===== config.mk =====
export PLATFORM = sky130hd
export DESIGN_NAME = arcsin_cordic
export DESIGN_NICKNAME = d
export VERILOG_FILES = /design/src/rtl/arcsin_pkg.sv /design/src/rtl/isqrt_seq.sv /design/src/rtl/arcsin_cordic.sv
export SDC_FILE = /design/constraint.sdc
export NUM_CORES = 1
export LEC_CHECK = 0
export ABC_CLOCK_PERIOD_IN_PS = 7700
export BUFFER_PORTS_ARGS = -buffer_cell sky130_fd_sc_hd__buf_2
export CAP_MARGIN = 5
export CORE_MARGIN = 8
export CORE_UTILIZATION = 60
export CTS_BUF_LIST = sky130_fd_sc_hd__clkbuf_4
export CTS_CLUSTER_SIZE = 24
export DETAILED_ROUTE_END_ITERATION = 12
export PLACE_DENSITY_LB_ADDON = 0.1
export SETUP_SLACK_MARGIN = 0.1
export SYNTH_ARGS = -nofsm -noshare
export SYNTH_HDL_FRONTEND = slang
export SYNTH_SLANG_ARGS = --single-unit

===== constraint.sdc =====
create_clock -name clk -period 7.7 [get_ports clk]
set_clock_uncertainty 0.15 [all_clocks]
set_input_delay 0.77 -clock clk [delete_from_list [all_inputs] [get_ports clk]]
set_output_delay 0.77 -clock clk [all_outputs]
set_load 0.01 [all_outputs]

===== src/rtl/arcsin_pkg.sv =====
// Shared types and constant generators for the arcsin/arccos CORDIC block.
// Latency: n/a (constants only).
// Backpressure: n/a.
package arcsin_pkg;

    typedef enum logic [2:0] {
        ST_IDLE,
        ST_SQUARE,
        ST_SQRT,
        ST_CORDIC,
        ST_FINISH,
        ST_HOLD
    } state_t;

    function automatic longint one_q(input int fw);
        return longint'(1) << fw;
    endfunction

    function automatic longint pi_2_q(input int fw);
        real s;
        s = 1.0;
        for (int k = 0; k < fw; k++) s = s * 2.0;
        return longint'(1.5707963267948966 * s);
    endfunction

    // atan(2^-i) scaled by 2^fw; Taylor series converges fast since 2^-i <= 0.5 for i >= 1.
    function automatic longint atan_q(input int i, input int fw);
        real t, term, acc, s;
        acc = 0.7853981633974483;
        if (i > 0) begin
            t = 1.0;
            for (int k = 0; k < i; k++) t = t / 2.0;
            acc  = 0.0;
            term = t;
            for (int n = 0; n < 40; n++) begin
                acc  = acc + (((n % 2) == 0) ? term : -term) / real'(2 * n + 1);
                term = term * t * t;
            end
        end
        s = 1.0;
        for (int k = 0; k < fw; k++) s = s * 2.0;
        return longint'(acc * s);
    endfunction

    localparam int     FRAC_W_DEF = 16;
    localparam longint ONE        = one_q(FRAC_W_DEF);
    localparam longint PI_2       = pi_2_q(FRAC_W_DEF);

endpackage


===== src/rtl/isqrt_seq.sv =====
// Restoring digit-by-digit integer square root, one root bit per cycle.
// Latency: RW cycles after start; done is high during the final step.
// Backpressure: none; start is only honoured, the caller must wait for done.
module isqrt_seq #(
    parameter int RW = 17
) (
    input  logic            clk,
    input  logic            rst_n,
    input  logic            start,
    input  logic [2*RW-1:0] radicand,
    output logic            busy,
    output logic            done,
    output logic [RW-1:0]   root
);
    localparam int CW = $clog2(RW);

    logic [2*RW-1:0] rad_q;
    logic [RW+1:0]   rem_q;
    logic [RW+1:0]   rem_sh;
    logic [RW+1:0]   trial;
    logic [CW-1:0]   cnt;

    // Remainder stays below 2^RW between steps, so dropping its top bits is lossless.
    assign rem_sh = (RW+2)'({rem_q, rad_q[2*RW-1 -: 2]});
    assign trial  = {root, 2'b01};
    assign done   = busy && (cnt == '0);

    always_ff @(posedge clk or negedge rst_n) begin
        if (!rst_n) begin
            busy  <= 1'b0;
            rad_q <= '0;
            rem_q <= '0;
            root  <= '0;
            cnt   <= '0;
        end else if (start) begin
            busy  <= 1'b1;
            rad_q <= radicand;
            rem_q <= '0;
            root  <= '0;
            cnt   <= CW'(RW - 1);
        end else if (busy) begin
            rad_q <= rad_q << 2;
            if (rem_sh >= trial) begin
                rem_q <= rem_sh - trial;
                root  <= {root[RW-2:0], 1'b1};
            end else begin
                rem_q <= rem_sh;
                root  <= {root[RW-2:0], 1'b0};
            end
            cnt <= cnt - 1'b1;
            if (cnt == '0) busy <= 1'b0;
        end
    end

endmodule


===== src/rtl/arcsin_cordic.sv =====
// arcsin/arccos of a signed fixed-point operand as atan2(x, sqrt(1-x^2)) via CORDIC vectoring.
// Latency: FRAC_W+ITER+3 cycles accept-to-out_valid; out-of-domain operands finish 1 cycle after accept.
// Backpressure: one operation in flight; result held until out_ready, in_ready only in IDLE.
module arcsin_cordic
    import arcsin_pkg::*;
#(
    parameter int W      = 32,
    parameter int FRAC_W = 16,
    parameter int ITER   = 16,
    parameter int GUARD  = 4
) (
    input  logic         clk,
    input  logic         rst_n,
    input  logic         in_valid,
    output logic         in_ready,
    input  logic [W-1:0] value_sin,
    input  logic         mode,
    output logic         out_valid,
    input  logic         out_ready,
    output logic [W-1:0] xita,
    output logic         err
);
    localparam int RW = FRAC_W + 1;
    localparam int DW = FRAC_W + GUARD + 3;
    localparam int IW = (ITER > 1) ? $clog2(ITER) : 1;
    localparam logic signed [W-1:0]  ONE_W   = W'(one_q(FRAC_W));
    localparam logic [RW-1:0]        ONE_R   = RW'(one_q(FRAC_W));
    localparam logic signed [DW-1:0] HALF_PI = DW'(pi_2_q(FRAC_W));
    localparam logic signed [DW-1:0] RND     = DW'(longint'(1) << (GUARD - 1));

    state_t state, state_nxt;
    logic rdy_en, in_fire, oor;
    logic x_neg, mode_q, err_q;
    logic [RW-1:0] abs_in, abs_x, r_val, root;
    logic [2*RW-1:0] sq, radicand;
    logic sqrt_start, sqrt_busy, sqrt_done;
    logic signed [DW-1:0] xr, yr, zr, x_cur, y_cur, z_cur, x_sh, y_sh, x_nxt, y_nxt, z_nxt;
    logic signed [DW-1:0] z_rnd, a_val;
    logic signed [W-1:0] xita_nxt;
    logic [IW-1:0] iter;
    logic signed [DW-1:0] atan_tab [ITER];

    for (genvar g = 0; g < ITER; g++) begin : g_atan
        localparam logic signed [DW-1:0] A = DW'(atan_q(g, FRAC_W + GUARD));
        assign atan_tab[g] = A;
    end

    // Range test on the signed operand, so the most-negative word never needs an absolute value.
    assign oor     = ($signed(value_sin) > ONE_W) || ($signed(value_sin) < -ONE_W);
    assign abs_in  = RW'(value_sin[W-1] ? (W'(0) - value_sin) : value_sin);
    assign in_fire = in_valid && in_ready;

    assign sq       = abs_x * abs_x;
    assign r_val    = ONE_R - RW'(sq >> FRAC_W);
    assign radicand = {1'b0, r_val, {FRAC_W{1'b0}}};

    isqrt_seq #(.RW(RW)) u_isqrt (
        .clk      (clk),
        .rst_n    (rst_n),
        .start    (sqrt_start),
        .radicand (radicand),
        .busy     (sqrt_busy),
        .done     (sqrt_done),
        .root     (root)
    );

    always_ff @(posedge clk or negedge rst_n) begin
        if (!rst_n) state <= ST_IDLE;
        else        state <= state_nxt;
    end

    always_comb begin
        state_nxt = state;
        unique case (state)
            ST_IDLE:   if (in_fire) state_nxt = oor ? ST_FINISH : ST_SQUARE;
            ST_SQUARE: state_nxt = ST_SQRT;
            ST_SQRT:   if (sqrt_done) state_nxt = ST_CORDIC;
            ST_CORDIC: if (iter == IW'(ITER - 1)) state_nxt = ST_FINISH;
            ST_FINISH: state_nxt = ST_HOLD;
            ST_HOLD:   if (out_ready) state_nxt = ST_IDLE;
            default:   state_nxt = ST_IDLE;
        endcase
    end

    always_comb begin
        in_ready   = rdy_en && (state == ST_IDLE);
        sqrt_start = (state == ST_SQUARE) && !sqrt_busy;
    end

    // First CORDIC step seeds from the fresh root and |x| instead of the registers.
    always_comb begin
        x_cur = xr;
        y_cur = yr;
        z_cur = zr;
        if (iter == '0) begin
            x_cur = DW'(root) <<< GUARD;
            y_cur = DW'(abs_x) <<< GUARD;
            z_cur = '0;
        end
        x_sh = x_cur >>> iter;
        y_sh = y_cur >>> iter;
        if (!y_cur[DW-1]) begin
            x_nxt = x_cur + y_sh;
            y_nxt = y_cur - x_sh;
            z_nxt = z_cur + atan_tab[iter];
        end else begin
            x_nxt = x_cur - y_sh;
            y_nxt = y_cur + x_sh;
            z_nxt = z_cur - atan_tab[iter];
        end
    end

    always_comb begin
        z_rnd    = (zr + RND) >>> GUARD;
        a_val    = err_q ? HALF_PI : (x_neg ? -z_rnd : z_rnd);
        xita_nxt = mode_q ? W'(HALF_PI - a_val) : W'(a_val);
    end

    always_ff @(posedge clk or negedge rst_n) begin
        if (!rst_n) begin
            rdy_en    <= 1'b0;
            x_neg     <= 1'b0;
            mode_q    <= 1'b0;
            err_q     <= 1'b0;
            abs_x     <= '0;
            xr        <= '0;
            yr        <= '0;
            zr        <= '0;
            iter      <= '0;
            out_valid <= 1'b0;
            xita      <= '0;
            err       <= 1'b0;
        end else begin
            rdy_en <= 1'b1;
            if (in_fire) begin
                x_neg  <= value_sin[W-1];
                mode_q <= mode;
                err_q  <= oor;
                abs_x  <= oor ? '0 : abs_in;
            end
            if (state == ST_CORDIC) begin
                xr   <= x_nxt;
                yr   <= y_nxt;
                zr   <= z_nxt;
                iter <= iter + 1'b1;
            end else begin
                iter <= '0;
            end
            if (state == ST_FINISH) begin
                out_valid <= 1'b1;
                xita      <= xita_nxt;
                err       <= err_q;
            end else if ((state == ST_HOLD) && out_ready) begin
                out_valid <= 1'b0;
            end
        end
    end

endmodule


==> results.yml, run 1 <==
run_status:
  outcome: "completed"
min_path:
  hp-class: "input port to flip-flop"
final_layout:
  fin_cells: 3887
  syn_to_final_growth_pct: 9.892
  drive_above_1_share: 0.1503
  design_area_sq_um: 29080
  nets: 3720
synth:
  syn-num-nets: 3633
  synth-main-ff-cell: "dfrtp_1"
  syn_area_per_cell_sq_um: 8.287
  yosysSeqAreaShare: 0.1712
  synthSimpleGateAreaFrac: 0.1790
  synthCells: 3193
  synth_top_area_cell: "dfrtp_1"
  synth_xor_area_frac: 0.07679
  synth.area.mux_share: 0.08700
  async_reset_ff_frac: 1.000
  synth_edf_count: 0
  synth_top_family_by_area: "adder cells"
  yosysUniqueCellTypes: 96
  synth-compound-area-share: 0.1580
  yosys.area.top_type_share: 0.1712
  ys_warn_count: 0
  synthTopCellsByArea: "dfrtp_1 (17%), fa_1 (15%), ha_1 (9.9%), nand2_1 (6.1%), inv_1 (5.2%)"
  synthAdderAreaFrac: 0.2453
  netlist_area_sq_um: 26460
  synth-seq-cells: 181
timing:
  rsz0062_at_grt: "yes"
  post-route-period-util: 0.9740
  maxSlewHeadroom: 0.1849
  maxSlewViolCount: 0
  hold_viol: 0
  setup_viol: 0
  final.min_clock_period_ps: 7500
  fin_ws_ps: 200.0
  finalSetupTns_ps: 0
  max_freq_mhz: 133.3
  tightest_slew_ps: 1218
clocking:
  cts_made_buffers: 17
  numClockSinks: 181
  clk_path_buf_depth: 2
  clock-root-buffer: "clkbuf_4"
  clkSlewWorstSetupHoldPaths_ps: 180
  cts_tree: "yes"
  insertion_delay_ps: 800
  h-tree-depth: 4
placement:
  gp_congestion: 0.9833
  pre_cts_slack_ps: -133.7
  placedCellCount: 3797
  place_hpwl_microns: 54330
  place_area_sq_um: 27780
  io_buffers: 71
critical_path:
  crit_type: "flip-flop to flip-flop"
  start_kind: "flip-flop"
  crit_buf_inv: 4
  end_kind: "flip-flop"
  worstPathMaxFanout: 6
  r2r_setup_slack_ps: 200
  crit_slowest_cell: "or4_4"
  critPathMostFrequentCell: "fa_1"
  cp_top_family: "adder cells"
  path_cells: "buf_6 > buf_4 > and2_4 > fa_1 > fa_1 > fa_1 > fa_1 > fa_1 > inv_1 > fa_1 > inv_1 > ha_2 > or4_4 > a221oi_4 > o21ai_2 > o31ai_4 > a21boi_2 > o41a_1 > mux2i_2 > nor4_4 > a21boi_1 > a311o_1 > o21ai_1 > or3b_1"
  crit_arrival_ps: 8030
  worst_ep_required_time_ps: 8230
  critPathMaxStageDelay_ps: 550
floorplanning:
  die-area_sq_um: 51080
  std_cell_rows: 77
  core-area_sq_um: 43840
  die_w_microns: 226.0
  initial_core_util: 0.6037
  die_h_microns: 226.0
  ios: 72
global_routing:
  grt.total_usage: 0.2831
  grt_first_pass_wirelength_microns: 117100
  antenna_found_initial: 2
  grt_overflow: 0
  grt_pass1_vias: 23250
  grt_max_degree: 123
run:
  drv_cap: 0
power_and_ir_drop:
  p_total_mw: 5.886
  peakVddDrop_mv: 0.1907
  power_density_nw_per_um2: 202.4
  leakage_nw: 14.44
routing:
  final_antenna_net_count: 0
  post_drt_wl_per_cell_microns: 18.24
  vias: 23220
  drtPass1Iterations: 6
  first_iter_violations: 2084
  drc: 0
  vias_per_cell: 5.974
  routed_wl_microns: 70880
==> synthesized netlist by cell type (18+ instances only) <==
cell and number:
nand4_1 22, o31ai_1 59, buf_2 22, a31oi_1 32, ha_1 210, inv_1 369, nor2_1 179, mux2i_1 113
nor3_1 53, a21oi_1 132, xor2_1 103, nor2b_1 18, nand2b_1 26, fa_1 193, and2_1 91, xnor2_1 129
mux2_2 25, o21ai_0 207, a21o_1 37, nand2_1 429, mux4_2 37, or3_1 22, nand3_1 48, a211oi_1 19
clkbuf_1 123, and3_1 32, dfrtp_1 181, o21a_1 25
==> what timing repair did <==
item                       in CTS  in global routing
resized for setup             100                 42
setup endpoints to repair       8                  9
pin swaps                      84                 47
cloned                          1                  0
hold buffers                    2                  0
hold endpoints to repair      103                  0
setup buffers                  48                  5
==> layout make-up <==
cell class	count	area [sq um]
Tap cell	592	740.7
Clock inverter	15	176.4
Inverter	370	1389
Antenna cell	2	5.005
Multi-Input combinational cell	2461	20200
Sequential cell	181	4552
Fill cell	3664	14760
Timing Repair Buffer	249	1889
Clock buffer	17	127.6
==> power breakdown <==
group / total [mW] / switching [mW] / internal (mW)
logic: 3.71 / 2.13 / 1.58
registers: 1.58 / 0.341 / 1.24
clock network: 0.597 / 0.445 / 0.152
==> per-stage QoR <==
stage / hold slack [ps] / util
after floorplan: 287.4 / -
after global placement: 305.3 / 0.6337
after detailed placement: 309.9 / 0.6337
after CTS: 31.24 / 0.6583
after global routing: 55.83 / 0.6634
final: 124.7 / 0.6634
==> logic make-up after synthesis <==
group                      count (synthesis)
and+or+nand+nor                          993
DFF                                      181
other                                      1
xor gates and xnor gates                 232
buffers and inverters                    551
AOI/OAI and AO/OA                        653
muxes                                    179
adders and majority gates                403
==> layer usage <==
| layer | vias up | global-route usage | part of all wire |
|---|---|---|---|
| met5 | - | 0 | 0 |
| met4 | 0 | 0.1096 | 0.033 |
| met3 | 159 | 0.03740 | 0.050 |
| met2 | 667 | 0.4658 | 0.47 |
| met1 | 11420 | 0.3768 | 0.44 |
| li1 | 10980 | - | - |
==> final timing paths <==
kind / start / end / cells past startpoint
max: abs_x[5] / u_isqrt.rad_q[32] / 24
min: value_sin[0] / abs_x[0] / 3
max reg2reg: abs_x[5] / u_isqrt.rad_q[32] / 24
min reg2reg: out_valid / out_valid / 2
max in group asynchronous: rst_n / u_isqrt.busy / 3
min in group asynchronous: rst_n / xita[4] / 2
==> cell usage in the layout, fill, tap and decap left out, types with 80 or more instances in the layout <==
master / synthesis / final
xor2_1: 103 / 102
o21ai_0: 207 / 203
buf_4: 13 / 150
ha_1: 210 / 195
fa_1: 193 / 183
dfrtp_1: 181 / 163
nor2_1: 179 / 174
xnor2_1: 129 / 127
and2_1: 91 / 80
inv_1: 369 / 354
nand2_1: 429 / 420
a21oi_1: 132 / 128
mux2i_1: 113 / 112
==> tightest hold or removal path: cells and delay by family <==
kind,cells,cell delay [ps]
compound gates,1,80
buf+inv,2,190
==> registers in the layout, indices dropped and copies added (netlist names), 3 cells and up <==
| signal | flops |
|---|---|
| yr | 23 |
| u_isqrt.root | 17 |
| abs_x | 17 |
| xita | 24 |
| u_isqrt.rem_q | 17 |
| zr | 23 |
| state | 3 |
| u_isqrt.rad_q | 18 |
| u_isqrt.cnt | 5 |
| iter | 4 |
| xr | 23 |
No activity file was read; power rests on OpenSTA's default activity.
==> run 2, diff against run 1 <==
--- a/config.mk
+++ b/config.mk
@@ -5,6 +5,7 @@
 export SDC_FILE = /design/constraint.sdc
 export NUM_CORES = 1
 export LEC_CHECK = 0
+export ABC_AREA = 1
 export ABC_CLOCK_PERIOD_IN_PS = 7700
 export BUFFER_PORTS_ARGS = -buffer_cell sky130_fd_sc_hd__buf_2
 export CAP_MARGIN = 5
@@ -15,6 +16,7 @@
 export DETAILED_ROUTE_END_ITERATION = 12
 export PLACE_DENSITY_LB_ADDON = 0.1
 export SETUP_SLACK_MARGIN = 0.1
+export SKIP_LAST_GASP = 1
 export SYNTH_ARGS = -nofsm -noshare
 export SYNTH_HDL_FRONTEND = slang
 export SYNTH_SLANG_ARGS = --single-unit
==> run 2 against run 1 <==
Against the previous run: critical path depth grew 1; worst setup slack gained 370 ps; synthesized cell count grew 27%; hold slack lost 19 ps; global-route usage shrank 0.57 points; fmax grew 5.2%; combinational power grew to 2.7 times the previous value; first-iteration DRC count grew 1.5%; area after synthesis grew 2.0%; highest routed layer unchanged; largest cell class unchanged; critical endpoint is now u_isqrt.rad_q[27]; largest power group unchanged; power grew 110%; final cell count grew 19%; utilization shrank 3.4 points.
==> results.yml, run 2 <==
run_status:
  outcome: "completed"
clocking:
  insertion_delay_ps: 750
  clkSlewWorstSetupHoldPaths_ps: 170
  cts_setup_buffers: 0
  cts_tree: "yes"
  clock-root-buffer: "clkbuf_4"
  cts_made_buffers: 17
  clk_path_buf_depth: 2
  h-tree-depth: 4
  numClockSinks: 181
placement:
  gp_congestion: 0.9636
  io_buffers: 71
  place_hpwl_microns: 58560
  pre_cts_slack_ps: 610.7
routing:
  drtPass1Iterations: 6
  drc: 0
  final_antenna_net_count: 0
  routed_wl_microns: 72430
  vias_per_cell: 5.501
  vias: 25430
  first_iter_violations: 2116
  post_drt_wl_per_cell_microns: 15.67
power_and_ir_drop:
  power_density_nw_per_um2: 443.2
  leakage_nw: 15.67
  peakVddDrop_mv: 0.5438
final_layout:
  multi_input_area_sq_um: 19290
  syn_to_final_growth_pct: 3.327
  nFillCells: 4332
  drive_above_1_share: 0.06031
  largest_register_ffs: 24
  top_register: "xita"
  nets: 4457
  final_cell_mix: "nand2_1 (1137), inv_1 (647), nand3_1 (303)"
  regArea_sq_um: 4532
  mostFrequentLayoutCell: "nand2_1"
critical_path:
  end_kind: "flip-flop"
  crit_buf_inv: 4
  start_kind: "flip-flop"
  crit_slowest_cell: "dfrtp_1"
  worst_ep_required_time_ps: 8190
  cp_top_family: "adder cells"
  crit_type: "flip-flop to flip-flop"
  worstPathMaxFanout: 18
  critPathMaxStageDelay_ps: 910
  crit_arrival_ps: 7620
synth:
  async_reset_ff_frac: 1.000
  synth_xor_area_frac: 0.04963
  synth.most_common_cell: "nand2_1"
  synth-compound-area-share: 0.1259
  yosys.area.top_type_share: 0.1677
  ys_warn_count: 0
  synth-seq-cells: 181
  netlist_area_sq_um: 27000
  yosysUniqueCellTypes: 62
  synth_top_family_by_area: "simple AND/OR/NAND/NOR gates"
  yosysSeqAreaShare: 0.1677
  synthTopCellsByCount: "nand2_1 (1137), inv_1 (648), nand3_1 (303)"
  syn_area_per_cell_sq_um: 6.675
  synth-main-ff-cell: "dfrtp_1"
  synthTopCellsByArea: "dfrtp_1 (17%), nand2_1 (16%), fa_1 (14%), ha_1 (9.7%), inv_1 (9.0%)"
  syn-num-nets: 4485
  synthSimpleGateAreaFrac: 0.2967
  synth.area.mux_share: 0.001483
  synthAdderAreaFrac: 0.2404
  synth_top_area_cell: "dfrtp_1"
  synth_edf_count: 0
  synthCells: 4045
timing:
  rsz0062_at_grt: "no"
  max_freq_mhz: 140.2
  hold_viol: 0
  maxSlewViolCount: 0
  finalSetupTns_ps: 0
  fin_ws_ps: 569.1
  final.min_clock_period_ps: 7131
  tightest_slew_ps: 1096
  setup_viol: 0
  post-route-period-util: 0.9261
  maxSlewHeadroom: 0.2683
floorplanning:
  std_cell_rows: 77
  ios: 72
  die_h_microns: 228.1
  die_w_microns: 228.1
  initial_core_util: 0.6093
  die-area_sq_um: 52050
  core-area_sq_um: 44320
global_routing:
  antenna_found_initial: 1
  grt_first_pass_wirelength_microns: 120200
  grt_overflow: 0
  grt_max_degree: 83
  grt.total_usage: 0.2774
  grt_pass1_vias: 24100
run:
  drv_cap: 0
min_path:
  hp-class: "input port to flip-flop"
==> run 2: cell types whose count changed in the layout (fill, tap and decap cells not counted), moves of 30 or more <==
cell and delta:
mux4_2 -37, nor2_1 +100, nand2_1 +717, o31ai_1 -54
inv_1 +293, mux2i_1 -108, nand3_1 +256, and3_1 -30
o22ai_1 +48, and2_1 -75, xnor2_1 -82, o21ai_1 +31
buf_4 -120
==> run 2: final timing paths <==
| check | startpoint | end | slack (ps) | cells after the start |
|---|---|---|---|---|
| min reg2reg | xita[14] | xita[14] | 340 | 2 |
| max | abs_x[11] | u_isqrt.rad_q[27] | 570 | 25 |
| min | mode | mode_q | 110 | 3 |
| max in group asynchronous | rst_n | u_isqrt.rem_q[7] | 5470 | 3 |
| min in group asynchronous | rst_n | abs_x[4] | 510 | 2 |
| max reg2reg | abs_x[11] | u_isqrt.rad_q[27] | 570 | 25 |
==> run 2: area by class of cell <==
class	count	share of cell area
diodes	2	0.0001794
clock buffers	17	0.004574
clock inverters	14	0.004305
inverters	661	0.08893
multi-input cells	3054	0.6916
flip-flops and latches	181	0.1624
well taps	592	0.02655
repair buffers	102	0.02148
==> run 2: repair_timing <==
item / in CTS / in global routing
hold buffers: 1 / 0
hold endpoints to repair: 80 / 0
endpoints found under the setup margin: 0 / 3
gates resized for setup: 0 / 1
==> run 2: cells by family after synthesis <==
kind of cell	count (synthesis)
AND/OR/NAND/NOR	1897
buffers and inverters	810
AO/OA/AOI/OAI	596
other	1
adder cells (fa/ha/maj)	403
flip-flops	181
XOR/XNOR	153
multiplexers	4
==> run 2: report_power, final <==
| group | switching [mW] | total (mW) | leakage (nW) | internal [mW] |
|---|---|---|---|---|
| Sequential | 0.437 | 1.76 | 2.31 | 1.32 |
| Clock | 0.394 | 0.529 | 0.134 | 0.136 |
| Combinational | 6.57 | 10.1 | 13.2 | 3.51 |
| Total | 7.40 | 12.4 | 15.7 | 4.96 |
==> run 2: routing by layer <==
layer,share of wire,vias up,global-route usage
met5,0,-,0
met4,0.042,0,0.1241
met3,0.064,150,0.05287
met2,0.44,759,0.4282
met1,0.46,11730,0.3755
li1,-,12790,-
==> run 2: worst min-delay path, delay by kind of cell <==
| kind | cells | cell delay [ps] |
|---|---|---|
| simple gates | 1 | 50 |
| compound gates | 1 | 60 |
| buf+inv | 1 | 100 |
==> run 2: stage by stage <==
step / total power, mW / utilization / cells / instance area [sq um] / hold WS (ps)
floorplan: 9.391 / - / 4045 / 27000 / 292.2
global placement: 11.60 / 0.6236 / 4589 / 27640 / 309.5
detailed placement: 11.69 / 0.6236 / 4589 / 27640 / 313.3
CTS: 12.29 / 0.6294 / 4621 / 27890 / 33.47
global route: 13.83 / 0.6295 / 4622 / 27900 / 70.12
finish: 12.37 / 0.6296 / 4623 / 27900 / 105.2
